<file path="src/rtl/axis_tag_fifo.sv">
// AXI-Stream tag FIFO: circular buffer of {tdata, tkeep, tuser, tlast} with level and almost_full.
// Build option AXIS_TAG_FIFO_OVERFLOW_CNT_EN: never backpressure, drop words offered while full and count them.
module axis_tag_fifo #(
    parameter int DATA_WIDTH        = 64,
    parameter int USER_WIDTH        = 32,
    parameter int KEEP_WIDTH        = (DATA_WIDTH + 7) / 8,
    parameter int DEPTH             = 16,
    parameter int ALMOST_FULL_LEVEL = DEPTH - 4
) (
    input  logic                      clk_i,
    input  logic                      rst_i,

    input  logic                      s_tvalid_i,
    input  logic [DATA_WIDTH-1:0]     s_tdata_i,
    input  logic [KEEP_WIDTH-1:0]     s_tkeep_i,
    input  logic [USER_WIDTH-1:0]     s_tuser_i,
    input  logic                      s_tlast_i,
    output logic                      s_tready_o,

    output logic                      m_tvalid_o,
    output logic [DATA_WIDTH-1:0]     m_tdata_o,
    output logic [KEEP_WIDTH-1:0]     m_tkeep_o,
    output logic [USER_WIDTH-1:0]     m_tuser_o,
    output logic                      m_tlast_o,
    input  logic                      m_tready_i,

    output logic [$clog2(DEPTH):0]    level_o,
`ifdef AXIS_TAG_FIFO_OVERFLOW_CNT_EN
    output logic [31:0]               drop_count_o,
`endif
    output logic                      almost_full_o
);

    localparam int AW = $clog2(DEPTH);
    localparam int PW = AW + 1;
    localparam int EW = DATA_WIDTH + KEEP_WIDTH + USER_WIDTH + 1;
    // One extra bit so thresholds above DEPTH simply never assert.
    localparam logic [PW:0] AF_LEVEL = (PW + 1)'(ALMOST_FULL_LEVEL);

    logic [EW-1:0] mem_q [DEPTH];

    logic [PW-1:0] wr_ptr_q, wr_ptr_d;
    logic [PW-1:0] rd_ptr_q, rd_ptr_d;
    logic [PW-1:0] level_q, level_d;
    logic          almost_full_q;

    logic full;
    logic empty;
    logic wr_en;
    logic rd_en;

    assign full  = (wr_ptr_q[AW-1:0] == rd_ptr_q[AW-1:0]) && (wr_ptr_q[AW] != rd_ptr_q[AW]);
    assign empty = (wr_ptr_q == rd_ptr_q);

    // Ready depends only on registered state and reset, never on m_tready_i.
`ifdef AXIS_TAG_FIFO_OVERFLOW_CNT_EN
    assign s_tready_o = !rst_i;
`else
    assign s_tready_o = !rst_i && !full;
`endif

    assign wr_en = s_tvalid_i && s_tready_o && !full;
    assign rd_en = !empty && m_tready_i;

    always_comb begin
        wr_ptr_d = wr_ptr_q;
        rd_ptr_d = rd_ptr_q;
        level_d  = level_q;
        if (wr_en) begin
            wr_ptr_d = wr_ptr_q + PW'(1);
        end
        if (rd_en) begin
            rd_ptr_d = rd_ptr_q + PW'(1);
        end
        case ({wr_en, rd_en})
            2'b10:   level_d = level_q + PW'(1);
            2'b01:   level_d = level_q - PW'(1);
            default: level_d = level_q;
        endcase
    end

    always_ff @(posedge clk_i) begin
        if (rst_i) begin
            wr_ptr_q      <= '0;
            rd_ptr_q      <= '0;
            level_q       <= '0;
            almost_full_q <= 1'b0;
        end else begin
            wr_ptr_q      <= wr_ptr_d;
            rd_ptr_q      <= rd_ptr_d;
            level_q       <= level_d;
            almost_full_q <= ({1'b0, level_d} >= AF_LEVEL);
        end
    end

    // Storage is intentionally not reset; the pointers define what is valid.
    always_ff @(posedge clk_i) begin
        if (wr_en) begin
            mem_q[wr_ptr_q[AW-1:0]] <= {s_tdata_i, s_tkeep_i, s_tuser_i, s_tlast_i};
        end
    end

    assign m_tvalid_o = !empty;
    assign {m_tdata_o, m_tkeep_o, m_tuser_o, m_tlast_o} = mem_q[rd_ptr_q[AW-1:0]];

    assign level_o       = level_q;
    assign almost_full_o = almost_full_q;

`ifdef AXIS_TAG_FIFO_OVERFLOW_CNT_EN
    logic [31:0] drop_count_q;
    logic        drop;

    assign drop = s_tvalid_i && s_tready_o && full;

    always_ff @(posedge clk_i) begin
        if (rst_i) begin
            drop_count_q <= '0;
        end else if (drop && (drop_count_q != 32'hFFFF_FFFF)) begin
            drop_count_q <= drop_count_q + 32'd1;
        end
    end

    assign drop_count_o = drop_count_q;
`endif

endmodule

</file>
<file path="config.mk">
export PLATFORM = sky130hd
export DESIGN_NAME = axis_tag_fifo
export DESIGN_NICKNAME = d
export VERILOG_FILES = /design/src/rtl/axis_tag_fifo.sv
export SDC_FILE = /design/constraint.sdc
export NUM_CORES = 1
export LEC_CHECK = 0
export CAP_MARGIN = 0
export CORE_MARGIN = 2
export CORE_UTILIZATION = 50
export DETAILED_ROUTE_END_ITERATION = 16
export GPL_TIMING_DRIVEN = 0
export MAX_ROUTING_LAYER = met4
export PLACE_DENSITY = 0.77
export SETUP_SLACK_MARGIN = 0.1
export SLEW_MARGIN = 20
export SYNTH_ARGS = -nofsm -noshare
export SYNTH_HDL_FRONTEND = slang
export SYNTH_SLANG_ARGS = --single-unit
</file>
<file path="constraint.sdc">
create_clock -name clk_i -period 33.3 [get_ports clk_i]
set_input_delay 3.33 -clock clk_i [delete_from_list [all_inputs] [get_ports clk_i]]
set_output_delay 3.33 -clock clk_i [all_outputs]
set_load 0.01 [all_outputs]
</file>
==> impl_metrics.tcl, run 1 <==
set metrics [dict create \
    status "complete, no violations" \
    synth_edf_count 1680 \
    antenna_found_initial 23 \
    ys_warn_count 0 \
    drt_iter0_markers 3994 \
    ant_nets 0 \
    timing.setup.tns_ns 0 \
    cts.sinks 1700 \
    hold_class "reg2reg" \
    start_kind "primary input" \
    drive_gt1_share_pct 34.1 \
    synth_top_area_cell "edfxtp_1" \
    wl_per_cell_um 31.8 \
    grt_pass1_vias 32200 \
    cp_slowest_cell "clkdlybuf4s50_1" \
    core_area_sq_um 128000 \
    p_int_w 0.00366 \
    grt_usage_pct 25.1 \
    mostFrequentLayoutCells "edfxtp_1 (1680), mux4_2 (525), clkdlybuf4s50_1 (221)" \
    ir_worst_vdd_uv 58.0 \
    end_kind "output pin" \
    die_x_um 363 \
    drc 0 \
    start_util_pct 50.4 \
    max_stage_delay_ns 0.63 \
    ctsHoldBuffers 0 \
    p_clk_share_pct 36.1 \
    port_buffers 221 \
    hold_viol_final 0 \
    power_frac_comb_pct 13.9 \
    clockBufferDepth 3 \
    final-max-slew-violation-count 0 \
    gp_congestion 0.770 \
    fin_crit_ns 8.33 \
    worstPathMaxFanout 10 \
    worstPathArrival_ns 5.00 \
    path_clk_slew_ns 0.05 \
    p_leak_nw 23.8 \
    cts_buffers 163 \
    rsz0062_at_grt "no" \
    critPathKind "in2out" \
    pwr_density_cell_nw_per_um2 62.4 \
    clk_latency_ns 0.79 \
    netlist_instances 2480 \
    firstDrtPassIters 6 \
    routed_wl_mm 159 \
    post_cts_resized 0 \
    worstMarginPinSlew_ns 1.12 \
    syn_to_final_growth_pct 18.2 \
    period_share_pct 25.0 \
    syn_area_sq_um 64400 \
    cts_setup_buffers 0 \
    final_core_util_pct 59.6 \
    synthArstFlopShare_pct 0 \
    r2r_setup_slack_ns 28.92 \
    crit_chain "clkdlybuf4s50_1, clkbuf_1, a21oi_1, clkdlybuf4s50_1" \
    die_y_um 363 \
    die_area_sq_um 132000 \
    ys_ff_latch 1700 \
    synthesis.nets 2597 \
    cts_tree "built" \
    setup_violations 0 \
    p_switching_w 0.00109 \
    grt-ovfl-total 0 \
    dp_hpwl_mm 107 \
    slew_headroom_pct 25.6 \
    synth.yosys.seq_area_share_pct 79.0 \
    io_pins 222 \
    required_ns 29.97 \
    crit_top_cell "clkdlybuf4s50_1" \
    synthFlopType "edfxtp_1" \
    yosys-top-cells-area "edfxtp_1 (78%), mux4_2 (18%), buf_6 (0.77%), dfxtp_1 (0.62%), clkbuf_1 (0.36%)" \
    rows 131 \
    nets 3298 \
    fillCellCount 8328 \
    grt_pass1_wl_mm 227 \
    grt_max_degree 17 \
    cts.htree.levels 4 \
    p_seq_share_pct 50.1 \
    clockRootBuffer "clkbuf_16" \
    syn_area_per_cell_sq_um 26.0 \
    maxCapViolations 0 \
    synthDistinctLibCells 47 \
    sw_frac_of_total_pct 22.9 \
    worst_hold_slack_ns 0.598 \
    vias_per_cell 6.20 \
    fmax_mhz 120 \
    synth.top_cell.area_share_pct 78.4 \
    fin_skew_ns 0.0367 \
    mostFrequentLayoutCell "edfxtp_1" \
    num_vias 30900 \
]
==> registers in the layout (all words and copies together), names as in the netlist, named ones only <==
| signal | flops |
|---|---|
| rd_ptr_q | 5 |
| level_o | 5 |
| almost_full_o | 1 |
| wr_ptr_q | 5 |
| mem_q | 1680 |
==> layout make-up <==
type                       count  area [sq um]  area share (%)
timing repair buffer         536          4570            6.01
clock inverter                91           613           0.806
tap                         1662          2080            2.73
sequential                  1700         50800            66.8
buffer                       127           838            1.10
inverter                       8          30.0          0.0395
multi-input combinational    645         12700            16.8
antenna                       23          57.6          0.0757
clock buffer                 202          4290            5.64
==> layer usage <==
| metal | up-vias | wire length, um | global-route usage [%] |
|---|---|---|---|
| met5 | - | 0 | - |
| met4 | 0 | 4380 | 7.51 |
| li1 | 12300 | - | - |
| met3 | 280 | 15500 | 5.42 |
| met2 | 1902 | 82900 | 41.9 |
| met1 | 16400 | 56200 | 30.9 |
==> power groups by stage <==
stage	logic [W]	registers [W]	clock network (W)
after floorplan	0.000403	0.00243	0
after global placement	0.000639	0.00243	0
after detailed placement	0.000661	0.00242	0
after CTS	0.000667	0.00238	0.00173
after global routing	0.000692	0.00238	0.00182
final	0.000658	0.00238	0.00171
==> worst paths after layout <==
check,startpoint,to,cells past startpoint
min,rd_ptr_q[3]$_SDFFE_PP0N_,rd_ptr_q[3]$_SDFFE_PP0N_,2
max,rst_i,s_tready_o,4
max reg2reg,rd_ptr_q[4]$_SDFFE_PP0N_,mem_q[0][73]$_DFFE_PP_,11
min reg2reg,rd_ptr_q[3]$_SDFFE_PP0N_,rd_ptr_q[3]$_SDFFE_PP0N_,2
==> synthesized netlist by cell type (all sizes together) (3+ instances only) <==
library cell	instances
o21ai	6
and4	3
xnor2	6
nor2b	4
buf	66
mux2	5
nand2	13
clkbuf	61
nor2	12
nor4	5
a21oi	6
xor2	3
o311ai	4
dfxtp	20
inv	8
o211ai	3
mux2i	3
edfxtp	1680
nand4	3
ha	8
mux4	525
nor3	12
==> per-stage QoR <==
step	total power (W)	instances	setup slack [ns]	cell area, sq um
2_1_floorplan	0.00283	2480	18.71	64400
4_1_cts	0.00478	4971	25.01	76000
6_report	0.00475	4994	24.97	76100
5_1_grt	0.00489	4986	24.89	76100
3_3_place_gp	0.00307	4363	5.23	68700
3_5_place_dp	0.00308	4678	25.02	71100
==> logic make-up after synthesis <==
family | Yosys count | share of synthesized area [%]
AO/OA/AOI/OAI | 31 | 0.348
XOR/XNOR | 9 | 0.122
adder cells (fa/ha/maj) | 8 | 0.156
buffers and inverters | 135 | 1.34
flip-flops | 1700 | 79.0
multiplexers | 533 | 18.5
AND/OR/NAND/NOR | 64 | 0.536
==> critical path: cells and delay by family <==
family	cells	cell delay [ns]
buffers and inverters	3	1.54
AO/OA/AOI/OAI	1	0.12
No activity file was read; power rests on OpenSTA's default activity.
==> run 2, diff against run 1 <==
--- a/config.mk
+++ b/config.mk
@@ -11,7 +11,7 @@
 export DETAILED_ROUTE_END_ITERATION = 16
 export GPL_TIMING_DRIVEN = 0
 export MAX_ROUTING_LAYER = met4
-export PLACE_DENSITY = 0.77
+export PLACE_DENSITY = 0.8
 export SETUP_SLACK_MARGIN = 0.1
 export SLEW_MARGIN = 20
 export SYNTH_ARGS = -nofsm -noshare
==> constraint.sdc (replaced) <==
create_clock -name clk_i -period 7.6 [get_ports clk_i]
set_input_delay 0.76 -clock clk_i [delete_from_list [all_inputs] [get_ports clk_i]]
set_output_delay 0.76 -clock clk_i [all_outputs]
set_load 0.01 [all_outputs]
==> run 2 against run 1 <==
Net effect:
- clock power grew to 4.7 times the previous value
- count of clock-buffer cells in the layout is 1 higher
- core utilization is 0.34 points higher
- worst setup slack worse by 22 ns
- routed wire length hardly changed
- combinational power grew to 4.4 times the previous value
- critical path depth is 2 higher
- die area stayed put
- global-route usage hardly changed
- critical path type is now reg2out
==> impl_metrics.tcl, run 2 (same netlist as run 1, synthesis figures left out) <==
set metrics [dict create \
    num_vias 30900 \
    syn_to_final_growth_pct 18.8 \
    fmax_mhz 196 \
    clk_latency_ns 0.77 \
    post_cts_resized 0 \
    vias_per_cell 6.22 \
    grt_pass1_vias 31900 \
    end_kind "output pin" \
    drt_iter0_markers 3971 \
    critPathCapture "m_tdata_o[62]" \
    grt_max_degree 17 \
    dp_hpwl_mm 102 \
    rr_endpoint "mem_q[6][69]$_DFFE_PP_" \
    stdcell_count 4961 \
    period_share_pct 67.0 \
    maxCapViolations 0 \
    drive_gt1_share_pct 34.0 \
    hold_class "reg2reg" \
    worstPathArrival_ns 4.33 \
    fin_crit_ns 5.09 \
    p_clk_share_pct 37.7 \
    firstDrtPassIters 6 \
    cts.sinks 1700 \
    cts_setup_buffers 0 \
    grt_usage_pct 25.0 \
    p_seq_share_pct 48.8 \
    gp_congestion 0.759 \
    die_y_um 363 \
    fin_skew_ns 0.0193 \
    antenna_found_initial 27 \
    hold_viol_final 0 \
    r2r_start "rd_ptr_q[4]$_SDFFE_PP0N_" \
    final-max-slew-violation-count 0 \
    drc 0 \
    ctsHoldBuffers 0 \
    io_pins 222 \
    setup_violations 0 \
    ant_nets 0 \
    status "complete, no violations" \
    routed_wl_mm 159 \
    grt_pass1_wl_mm 226 \
    cts.htree.levels 4 \
    worstMarginPinSlew_ns 1.07 \
    clockBufferDepth 3 \
    placed_cells 4634 \
    nets 3255 \
    pwr_density_cell_nw_per_um2 279 \
    r2r_cells 11 \
    die_area_sq_um 132000 \
    whs_path_depth 2 \
    die_x_um 363 \
    power_w 0.0214 \
    r2r_setup_slack_ns 3.19 \
    p_switching_w 0.00495 \
    ir_worst_vdd_uv 214 \
    mostFrequentLayoutCell "edfxtp_1" \
    port_buffers 221 \
    p_int_w 0.0164 \
    multiInputGateArea_sq_um 12800 \
    grt-ovfl-total 0 \
    largest_reg_flops 1680 \
    core_area_sq_um 128000 \
    rsz0062_at_grt "no" \
    worstPathMaxFanout 13 \
    fillCellCount 8302 \
    dpl_cell_area_sq_um 71100 \
    cts_buffers 164 \
    cts_tree "built" \
    stdcell_area_sq_um 76500 \
    slew_headroom_pct 28.7 \
    power_frac_comb_pct 13.5 \
    wl_per_cell_um 32.1 \
    required_ns 6.84 \
    mostFrequentLayoutCells "edfxtp_1 (1680), mux4_2 (525), clkdlybuf4s50_1 (221)" \
    rows 131 \
    sw_frac_of_total_pct 23.2 \
    min_from "rd_ptr_q[1]$_SDFFE_PP0N_" \
    start_kind "flop" \
    start_util_pct 50.4 \
    p_leak_nw 23.7 \
    ff_latch_area_sq_um 50800 \
    path_clk_slew_ns 0.06 \
    critPathKind "reg2out" \
    clockRootBuffer "clkbuf_16" \
]
-- run 2: per-stage QoR --
stage	hold slack, ns	worst slack (ns)	setup TNS (ns)	utilization (%)
after floorplan	0.492	-1.58	-1934.62	-
after global placement	0.536	-11.46	-	53.8
after detailed placement	0.544	2.84	0	55.7
after CTS	0.552	2.48	0	59.9
after global routing	0.590	2.40	0	59.9
final	0.547	2.51	0	59.9
-- run 2: layout make-up --
cell class	count	share of cell area, %
Sequential cell	1700	66.5
Multi-Input combinational cell	645	16.7
Timing Repair Buffer	492	5.97
Clock buffer	203	5.61
Tap cell	1662	2.72
Clock inverter	96	1.30
Buffer	127	1.10
Antenna cell	28	0.0916
Inverter	8	0.0393
-- run 2: worst min path at each step --
| stage | to | slack [ns] |
|---|---|---|
| CTS | rd_ptr_q[1]$_SDFFE_PP0N_ | 0.55 |
| global route | rd_ptr_q[1]$_SDFFE_PP0N_ | 0.59 |
| global placement | rd_ptr_q[1]$_SDFFE_PP0N_ | 0.54 |
| floorplan | flop | 0.49 |
| detailed placement | rd_ptr_q[1]$_SDFFE_PP0N_ | 0.54 |
| finish | rd_ptr_q[1]$_SDFFE_PP0N_ | 0.55 |
-- run 2: power by group through the flow --
| stage | Combinational [W] | Clock (W) | Sequential [W] |
|---|---|---|---|
| after floorplan | 0.00177 | 0 | 0.0106 |
| after global placement | 0.00282 | 0 | 0.0106 |
| after detailed placement | 0.00289 | 0 | 0.0106 |
| after CTS | 0.00293 | 0.00813 | 0.0104 |
| after global routing | 0.00304 | 0.00847 | 0.0104 |
| final | 0.00289 | 0.00804 | 0.0104 |
-- run 2: routing by layer --
metal	GRT usage, %	vias up	part of all wire, %
met3	7.02	310	11
met5	-	-	0
li1	-	12300	-
met4	8.60	0	3.1
met2	39.8	1908	50
met1	31.2	16400	36
-- run 2: worst max-delay path: stages, from the launching register on --
cell and delay, ns:
dfxtp_1 0.39, clkbuf_1 0.25, buf_2 0.56, clkbuf_1 0.76, mux4_2 0.46, mux4_2 0.58, clkdlybuf4s50_1 0.52
